==> config.mk <==
export PLATFORM = sky130hd
export DESIGN_NAME = fft8_input_buffer_flat
export DESIGN_NICKNAME = d
export VERILOG_FILES = /design/src/rtl/fft8_pkg.sv /design/src/rtl/fft8_input_buffer_if.sv /design/src/rtl/fft8_frame_bank.sv /design/src/rtl/fft8_input_buffer.sv /design/src/flat_wrapper.sv
export SDC_FILE = /design/constraint.sdc
export NUM_CORES = 1
export LEC_CHECK = 0
export CORE_ASPECT_RATIO = 1.4
export CORE_MARGIN = 4
export CORE_UTILIZATION = 30
export DETAILED_ROUTE_END_ITERATION = 10
export GPL_TIMING_DRIVEN = 0
export HOLD_SLACK_MARGIN = 0.1
export MAX_ROUTING_LAYER = met4
export PLACE_DENSITY_LB_ADDON = 0.12
export SYNTH_ARGS = -nofsm -noshare
export SYNTH_HDL_FRONTEND = slang
export SYNTH_SLANG_ARGS = --single-unit
==> constraint.sdc <==
create_clock -name clk -period 24.2 [get_ports clk]
set_input_delay 7.26 -clock clk [delete_from_list [all_inputs] [get_ports clk]]
set_output_delay 7.26 -clock clk [all_outputs]
set_load 0.02 [all_outputs]
==> src/rtl/fft8_pkg.sv <==
// rtl/fft8_pkg.sv - shared widths and sample types for the 8-point FFT datapath
//
// Purpose: common constants and types used by the input buffer, FFT core and
//          result-capture stages.
// Contents: DATA_W (sample width), N_PTS (frame length), IDX_W (sample index
//           width), sample_t (signed sample), idx_t (sample index).
package fft8_pkg;

    localparam int DATA_W = 16;
    localparam int N_PTS  = 8;
    localparam int IDX_W  = 3;

    typedef logic signed [DATA_W-1:0] sample_t;
    typedef logic [IDX_W-1:0]         idx_t;

endpackage

==> src/rtl/fft8_input_buffer_if.sv <==
// rtl/fft8_input_buffer_if.sv - sample stream and frame handshake bundle of the FFT input buffer
//
// Purpose: groups the sample-side and frame-side handshake signals.
// Signals:
//   in_data/in_valid/in_sof/in_ready  sample stream, one sample per handshake
//   x0..x7                            parallel frame samples, sample k on xk
//   frame_valid/frame_ready           frame handshake
//   sof_err                           one-cycle pulse when a partial frame is dropped
// Modports:
//   slave   buffer side (consumes samples, produces frames)
//   master  environment side (produces samples, consumes frames)
interface fft8_input_buffer_if;
    import fft8_pkg::*;

    sample_t in_data;
    logic    in_valid;
    logic    in_sof;
    logic    in_ready;
    sample_t x0, x1, x2, x3, x4, x5, x6, x7;
    logic    frame_valid;
    logic    frame_ready;
    logic    sof_err;

    modport slave (
        input  in_data, in_valid, in_sof, frame_ready,
        output in_ready, x0, x1, x2, x3, x4, x5, x6, x7, frame_valid, sof_err
    );

    modport master (
        output in_data, in_valid, in_sof, frame_ready,
        input  in_ready, x0, x1, x2, x3, x4, x5, x6, x7, frame_valid, sof_err
    );

endinterface

==> src/rtl/fft8_frame_bank.sv <==
// rtl/fft8_frame_bank.sv - one 8-sample register bank with indexed write and parallel read
//
// Purpose: holds one frame of samples.
// Ports:
//   clk, rst   clock, asynchronous active-high reset (clears all entries)
//   clr        synchronous clear of all entries
//   we         write enable
//   wr_idx     entry written when we is high
//   wr_data    sample written
//   rd_data    all entries, entry k on rd_data[k]
module fft8_frame_bank
    import fft8_pkg::*;
(
    input  logic    clk,
    input  logic    rst,
    input  logic    clr,
    input  logic    we,
    input  idx_t    wr_idx,
    input  sample_t wr_data,
    output sample_t rd_data [N_PTS]
);

    sample_t mem [N_PTS];

    // clr and we may be asserted together: the clear applies to every entry
    // and the write then lands on top of it, so a restarted frame begins clean.
    always_ff @(posedge clk or posedge rst) begin
        if (rst) begin
            for (int i = 0; i < N_PTS; i++) begin
                mem[i] <= '0;
            end
        end else begin
            if (clr) begin
                for (int i = 0; i < N_PTS; i++) begin
                    mem[i] <= '0;
                end
            end
            if (we) begin
                mem[wr_idx] <= wr_data;
            end
        end
    end

    always_comb begin
        for (int i = 0; i < N_PTS; i++) begin
            rd_data[i] = mem[i];
        end
    end

endmodule

==> src/rtl/fft8_input_buffer.sv <==
// rtl/fft8_input_buffer.sv - streaming-to-parallel ping-pong frame buffer feeding the 8-point FFT
//
// Purpose: collects 8 serial samples per frame into alternating banks and
//          presents each complete frame in parallel on x0..x7.
// Ports:
//   clk     clock, rising edge
//   rst     asynchronous active-high reset; drops all partial and full frames
//   bus     slave side of fft8_input_buffer_if (sample stream in, frame out)
module fft8_input_buffer
    import fft8_pkg::*;
(
    input  logic                 clk,
    input  logic                 rst,
    fft8_input_buffer_if.slave   bus
);

    localparam idx_t LAST_IDX = idx_t'(N_PTS - 1);

    logic [1:0] bank_full;
    logic       wr_bank;
    logic       rd_bank;
    idx_t       wr_idx;
    logic       sof_err_q;

    logic       in_ready_int;
    logic       accept;
    logic       restart;
    logic       frame_done;
    logic       frame_fire;
    idx_t       bank_widx;

    sample_t    bank0_q [N_PTS];
    sample_t    bank1_q [N_PTS];
    sample_t    rd_q    [N_PTS];

    // Ready comes from registered state only, so the source may wait on it.
    assign in_ready_int = !bank_full[wr_bank];
    assign accept       = bus.in_valid && in_ready_int;
    // A start-of-frame in the middle of a frame drops what was collected and
    // restarts the current bank at index 0.
    assign restart      = accept && bus.in_sof && (wr_idx != '0);
    assign frame_done   = accept && !restart && (wr_idx == LAST_IDX);
    assign frame_fire   = bank_full[rd_bank] && bus.frame_ready;
    assign bank_widx    = restart ? idx_t'(0) : wr_idx;

    fft8_frame_bank u_bank0 (
        .clk     (clk),
        .rst     (rst),
        .clr     (restart && !wr_bank),
        .we      (accept && !wr_bank),
        .wr_idx  (bank_widx),
        .wr_data (bus.in_data),
        .rd_data (bank0_q)
    );

    fft8_frame_bank u_bank1 (
        .clk     (clk),
        .rst     (rst),
        .clr     (restart && wr_bank),
        .we      (accept && wr_bank),
        .wr_idx  (bank_widx),
        .wr_data (bus.in_data),
        .rd_data (bank1_q)
    );

    // The write bank is never full when accepting and the read bank is always
    // full when firing, so the two updates of bank_full touch different bits.
    always_ff @(posedge clk or posedge rst) begin
        if (rst) begin
            bank_full <= 2'b00;
            wr_bank   <= 1'b0;
            rd_bank   <= 1'b0;
            wr_idx    <= '0;
            sof_err_q <= 1'b0;
        end else begin
            sof_err_q <= restart;
            if (accept) begin
                if (restart) begin
                    wr_idx <= idx_t'(1);
                end else if (frame_done) begin
                    wr_idx  <= '0;
                    wr_bank <= ~wr_bank;
                end else begin
                    wr_idx <= wr_idx + idx_t'(1);
                end
            end
            if (frame_done) begin
                bank_full[wr_bank] <= 1'b1;
            end
            if (frame_fire) begin
                bank_full[rd_bank] <= 1'b0;
                rd_bank            <= ~rd_bank;
            end
        end
    end

    always_comb begin
        for (int i = 0; i < N_PTS; i++) begin
            rd_q[i] = rd_bank ? bank1_q[i] : bank0_q[i];
        end
    end

    assign bus.in_ready    = in_ready_int;
    assign bus.frame_valid = bank_full[rd_bank];
    assign bus.sof_err     = sof_err_q;
    assign bus.x0          = rd_q[0];
    assign bus.x1          = rd_q[1];
    assign bus.x2          = rd_q[2];
    assign bus.x3          = rd_q[3];
    assign bus.x4          = rd_q[4];
    assign bus.x5          = rd_q[5];
    assign bus.x6          = rd_q[6];
    assign bus.x7          = rd_q[7];

endmodule

==> src/flat_wrapper.sv <==
// flat-port wrapper written by rule: the top's interface ports become plain ports
module fft8_input_buffer_flat import fft8_pkg::*;
  (clk, rst, bus_in_data, bus_in_valid, bus_in_sof, bus_frame_ready, bus_in_ready, bus_x0, bus_x1, bus_x2, bus_x3, bus_x4, bus_x5, bus_x6, bus_x7, bus_frame_valid, bus_sof_err);
  fft8_input_buffer_if bus_i ();
  input  logic clk;
  input  logic rst;
  input wire logic [$bits(bus_i.in_data)-1:0] bus_in_data;
  input wire logic [$bits(bus_i.in_valid)-1:0] bus_in_valid;
  input wire logic [$bits(bus_i.in_sof)-1:0] bus_in_sof;
  input wire logic [$bits(bus_i.frame_ready)-1:0] bus_frame_ready;
  output wire logic [$bits(bus_i.in_ready)-1:0] bus_in_ready;
  output wire logic [$bits(bus_i.x0)-1:0] bus_x0;
  output wire logic [$bits(bus_i.x1)-1:0] bus_x1;
  output wire logic [$bits(bus_i.x2)-1:0] bus_x2;
  output wire logic [$bits(bus_i.x3)-1:0] bus_x3;
  output wire logic [$bits(bus_i.x4)-1:0] bus_x4;
  output wire logic [$bits(bus_i.x5)-1:0] bus_x5;
  output wire logic [$bits(bus_i.x6)-1:0] bus_x6;
  output wire logic [$bits(bus_i.x7)-1:0] bus_x7;
  output wire logic [$bits(bus_i.frame_valid)-1:0] bus_frame_valid;
  output wire logic [$bits(bus_i.sof_err)-1:0] bus_sof_err;
  assign bus_i.in_data = bus_in_data;
  assign bus_i.in_valid = bus_in_valid;
  assign bus_i.in_sof = bus_in_sof;
  assign bus_i.frame_ready = bus_frame_ready;
  assign bus_in_ready = bus_i.in_ready;
  assign bus_x0 = bus_i.x0;
  assign bus_x1 = bus_i.x1;
  assign bus_x2 = bus_i.x2;
  assign bus_x3 = bus_i.x3;
  assign bus_x4 = bus_i.x4;
  assign bus_x5 = bus_i.x5;
  assign bus_x6 = bus_i.x6;
  assign bus_x7 = bus_i.x7;
  assign bus_frame_valid = bus_i.frame_valid;
  assign bus_sof_err = bus_i.sof_err;
  fft8_input_buffer u_core (.clk(clk), .rst(rst), .bus(bus_i));
endmodule
**Word level (Yosys, flattened, before mapping)**

Cells that the tools add are included.

- Bits in registers: 264
- Bits of input ports: 21
- Logic and storage cells: 83

- Order comparisons: 6
- Equal/unequal tests: 1
- Reductions and logical operators: 18
- Multiplexer cells: 29
- Bitwise operators: 7
- Add/sub/neg operators: 1

Operators by type and width:

| operator | number |
|---|---|
| 128-bit 2-to-1 mux | 4 |
| 128-bit bitwise mux | 2 |
| 16-bit 2-to-1 mux | 9 |
| 16-bit demux with 3-bit select | 1 |
| 1-bit logical AND | 13 |
| 3-bit 2-to-1 mux | 3 |
| 1-bit 2-to-1 mux | 6 |
| 4-bit greater-or-equal comparator (second input constant) | 1 |
| 1-bit by 2-bit < comparator with 1-bit output (second input constant) | 2 |
| 4-bit by 1-bit < comparator with 1-bit output (second input constant) | 1 |
| 2-bit 2-to-1 mux | 2 |
| 3-bit inverter with 4-bit output | 1 |
| 3-bit by 1-bit adder with 3-bit output (second input constant) | 1 |
| 3-bit equality test (second input constant) | 1 |
| 1-bit logical NOT | 3 |
| 1-bit inverter | 3 |
| 3-bit AND reduction | 1 |
| 3-bit nonzero test | 1 |
| 2-bit bitwise AND | 1 |
| 1-bit demux with 1-bit select | 2 |
| 1-bit greater-or-equal comparator (second input constant) | 2 |
| 2-bit inverter | 1 |
| 2-bit OR | 1 |

**Logic depth before layout (Yosys ltp)**

- Word-level depth: 14
- Gate-level depth with buffers: 10
- Mapped depth without buffers: 6

**Modules after synthesis**

A second synthesis with hierarchy kept.

- Cells, all modules: 1034
- Area, all modules: 13424.1 um^2

By module, submodules not included:

| module | cells each | instances | area an instance (um^2) | seq. area each (um^2) |
|---|---|---|---|---|
| fft8_frame_bank | 423 | 2 | 5713.0 | 3203.1 |
| fft8_input_buffer | 188 | 1 | 1998.2 | 200.2 |

**Worst setup path after synthesis**

Ideal clock, no wire load.

- Path type: reg2out
- Start: reg u_core.rd_bank
- End: out bus_x0[0]
- Buffers on the path: 3
- Arrival: 1.545 ns
- Cell stages (with the launch flop): 5
- Data required time: 16.940 ns
- Path slack: 15.395 ns
- Path through: dfrtp_1 clkbuf_1 clkbuf_1 clkbuf_1 mux2_2

- Longest elaborated chain between the ends: 1

Ends and longest elaborated chain:

| element | line | text |
|---|---|---|
| start: declaration | fft8_input_buffer.sv:21 | `logic rd_bank;` |
| start signal: assignment | fft8_input_buffer.sv:92 | `rd_bank <= ~rd_bank;` |
| 16-bit 2-to-1 mux | fft8_input_buffer.sv:99 | `rd_q[i] = rd_bank ? bank1_q[i] : bank0_q[i];` |
| end: declaration | flat_wrapper.sv:12 | `output wire logic [$bits(bus_i.x0)-1:0] bus_x0;` |

No other way between the ends.

**Worst setup path in the final report**

- Start: reg u_core.rd_bank
- End: out bus_x3[14]

- Longest elaborated chain between the ends: 1

Ends and longest elaborated chain:

| element | line | text |
|---|---|---|
| 16-bit 2-to-1 mux | fft8_input_buffer.sv:99 |  |
| end: declaration | flat_wrapper.sv:15 | `output wire logic [$bits(bus_i.x3)-1:0] bus_x3;` |

No other way between the ends.

==> run_results.csv <==
group,metric,value,unit
worst_setup_path,path_common_cell,"clkbuf_1",
layout,multi_input_area,4770,µm²
sta,max_slew_margin,39.2,%
die,core_area,39300,µm²
sta,min_period,10.55,ns
power,irDropWorstVdd,59.3,µV
die,io_pins,152,
drt,drcViolationCount,0,
clock_tree,cts_root_buffer,"clkbuf_16",
drt,drtPass1Iterations,4,
job,maxCapViolCount,0,
clock_tree,insertion_delay,0.55,ns
sta,setup_violations,0,
worst_setup_path,rr_worst_depth,9,
yosys,synth_top_family_by_area,"multiplexers",
die,fp.dieArea,42900,µm²
drt,drt_iter0_drc,445,
yosys,synthesis.nets,976,
place,place_area,14000,µm²
layout,final_util,38.0,%
clock_tree,postCtsSetupBuffers,0,
sta,hold_viol,0,
sta,fmax,0.0948,GHz
grt,grt_pass1_wl,55700,µm
clock_tree,cts_inserted_buffers,29,
drt,viasPerCell,4.87,
die,die_w,176,µm
layout,nFillCells,3860,
worst_setup_path,worstPathCellList,"clkbuf_1 > clkbuf_1 > clkbuf_1 > mux2_2 > clkdlybuf4s50_1",
sta,drv_slew,0,
grt,grt_util_met3,2.30,%
yosys,syn_inst,952,
sta,finalCritPeriodShare,43.6,%
grt,use_met1,21.6,%
layout,regArea,6610,µm²
yosys,synthSimpleGateAreaFrac,5.73,%
yosys,postSynthRegisterBits,264,
sta,setup_tns,0,ns
worst_setup_path,endpoint_kind,"primary output",
clock_tree,cts_buffer_depth,3,
worst_setup_path,max_stage_delay,0.68,ns
place,hpwl,25100,µm
drt,ant_nets,0,
power,pwr_density_cell,123,nW/µm²
layout,area_growth,25.4,%
power,power_leakage,7.27,nW
drt,avgRoutedWirePerCell,21.4,µm
layout,num_antenna_cells,0,
grt,track_usage,17.1,%
yosys,synthAdderAreaFrac,0.316,%
worst_setup_path,reg2reg_slack,21.62,ns
grt,antenna_found_initial,0,
yosys,synthesis.area,11900,µm²
sta,max_slew.worst_pin.slew,0.912,ns
outcome,status,"finished clean",
worst_setup_path,worstPathMaxFanout,10,
grt,grt_use_met2,29.3,%
clock_tree,clock_sinks,264,
yosys,synth_edf_count,0,
die,die_h,244,µm
yosys,ys_seq_area_share,55.5,%
die,start_util,30.3,%
yosys,ys_async_sr_fraction,100,%
layout,final_nets,1143,
yosys,synth_mux_area_share,20.5,%
clock_tree,cts_max_level,1,
die,num_rows,86,
yosys,synthXorXnorAreaFrac,0.0736,%
yosys,synth.avg_cell_area,12.5,µm²
worst_setup_path,crit_type,"reg -> out",
clock_tree,clkTransAtPathRegs,0.06,ns
yosys,synth_top_area_cell,"dfrtp_1",
place,portBuffers,134,
layout,fin_area,14900,µm²
grt,top_usage_layer,"met2",
place,routabilityCongestion,0.750,
min_path,hold_class,"reg -> reg",
yosys,ys_types,40,
worst_setup_path,start_kind,"flop",
clock_tree,cts_tree,"yes",
clock_tree,cts_resized,0,
drt,vias,8113,
layout,drive_gt1_share,19.8,%
sta,fin_skew,0.0141,ns
worst_setup_path,cp.required,16.94,ns
yosys,yosys_warnings,0,
yosys,ys_top_cells_by_count,"dfrtp_1, a22o_1, mux2_2",
yosys,ys_top_cells_by_area,"dfrtp_1, mux2_2, a22o_1, mux2i_1, nand2_1",
worst_setup_path,slowest_stage,"clkbuf_1",
yosys,ys.flop_type,"dfrtp_1",
grt,grt_max_degree,121,
yosys,synth-compound-area-share,13.5,%
grt,grt_overflow,0,
drt,wirelength,35700,µm
clock_tree,ctsHoldBuffers,0,
sta,rsz0062_at_grt,"no",
worst_setup_path,arrival,3.29,ns
yosys,netlist.area_leader.share,55.5,%
min_path,whs_path_depth,1,
grt,grt_pass1_vias,8846,
yosys,synth_most_common_cell,"dfrtp_1",
final timing paths:
kind,start,to
setup / recovery,u_core.rd_bank,bus_x3[14]
hold / removal,u_core.u_bank0.rd_data[24],u_core.u_bank0.rd_data[24]
setup reg to reg,u_core.wr_idx[0],u_core.u_bank0.rd_data[120]
hold reg to reg,u_core.u_bank0.rd_data[24],u_core.u_bank0.rd_data[24]
max in group asynchronous,rst,u_core.u_bank1.rd_data[91]
min in group asynchronous,rst,u_core.bus.sof_err
power breakdown:
part	internal (W)	switching, W
Clock	0.000267	0.000183
Combinational	0.000338	0.000415
Sequential	0.000571	0.0000659
cell families (layout without fill, tap and decap cells):
logic type,count (synthesis),in the layout
buffers and inverters,112,298
AOI/OAI and AO/OA,204,204
and+or+nand+nor,141,141
adders and majority gates,3,3
DFF,264,264
muxes,227,227
xor gates and xnor gates,1,1
through the flow:
stage	worst slack [ns]	hold slack, ns	instances	power (W)
2_1_floorplan	9.67	0.461	952	0.00110
3_3_place_gp	5.66	0.477	1614	0.00140
3_5_place_dp	14.15	0.477	1616	0.00141
4_1_cts	13.56	0.496	1666	0.00187
5_1_grt	13.42	0.508	1666	0.00195
6_report	13.65	0.494	1666	0.00184
flip-flops by register name (all words and copies together), names as in the netlist:
| register | cells |
|---|---|
| u_core.bank_full | 2 |
| u_core.wr_idx | 3 |
| u_core.rd_bank | 1 |
| u_core.wr_bank | 1 |
| u_core.u_bank0.rd_data | 128 |
| u_core.bus.sof_err | 1 |
| u_core.u_bank1.rd_data | 128 |
worst max-delay path, delay by kind of cell (launching register included):
family,cells,cell delay (ns)
muxes,1,0.44
buffers and inverters,4,1.98
DFF,1,0.32
cell type report:
cell class / count / share of cell area (%)
Sequential cell: 264 / 44.3
Clock buffer: 43 / 5.82
Multi-Input combinational cell: 576 / 32.0
Tap cell: 528 / 4.43
Timing Repair Buffer: 136 / 9.36
Clock inverter: 7 / 0.587
Inverter: 21 / 0.579
Buffer: 91 / 2.92
placed cells by master (no fill, tap or decap), types with 2 or more instances in the layout:
master and n:
buf_16 2, o21ai_0 33, mux2_2 130, nor3_2 7, buf_1 18, nand2_1 100
clkbuf_1 45, nand4_1 2, clkdlybuf4s50_1 134, or3_1 6, clkbuf_16 29, a21oi_1 5
clkbuf_8 9, buf_6 6, nor4_4 2, dfrtp_1 264, inv_1 19, nor2_1 7
buf_4 6, nand2b_1 5, buf_2 20, ha_1 3, mux2i_1 96, clkinv_2 4
o21ai_1 2, a22o_1 130, o211ai_1 32, bufinv_16 2
per-layer routing:
layer	vias to the layer above	wire, µm
li1	3767	-
met1	4108	15200
met2	194	18300
met3	44	1460
met4	0	680
met5	-	0
No activity file was read; power rests on OpenSTA's default activity.
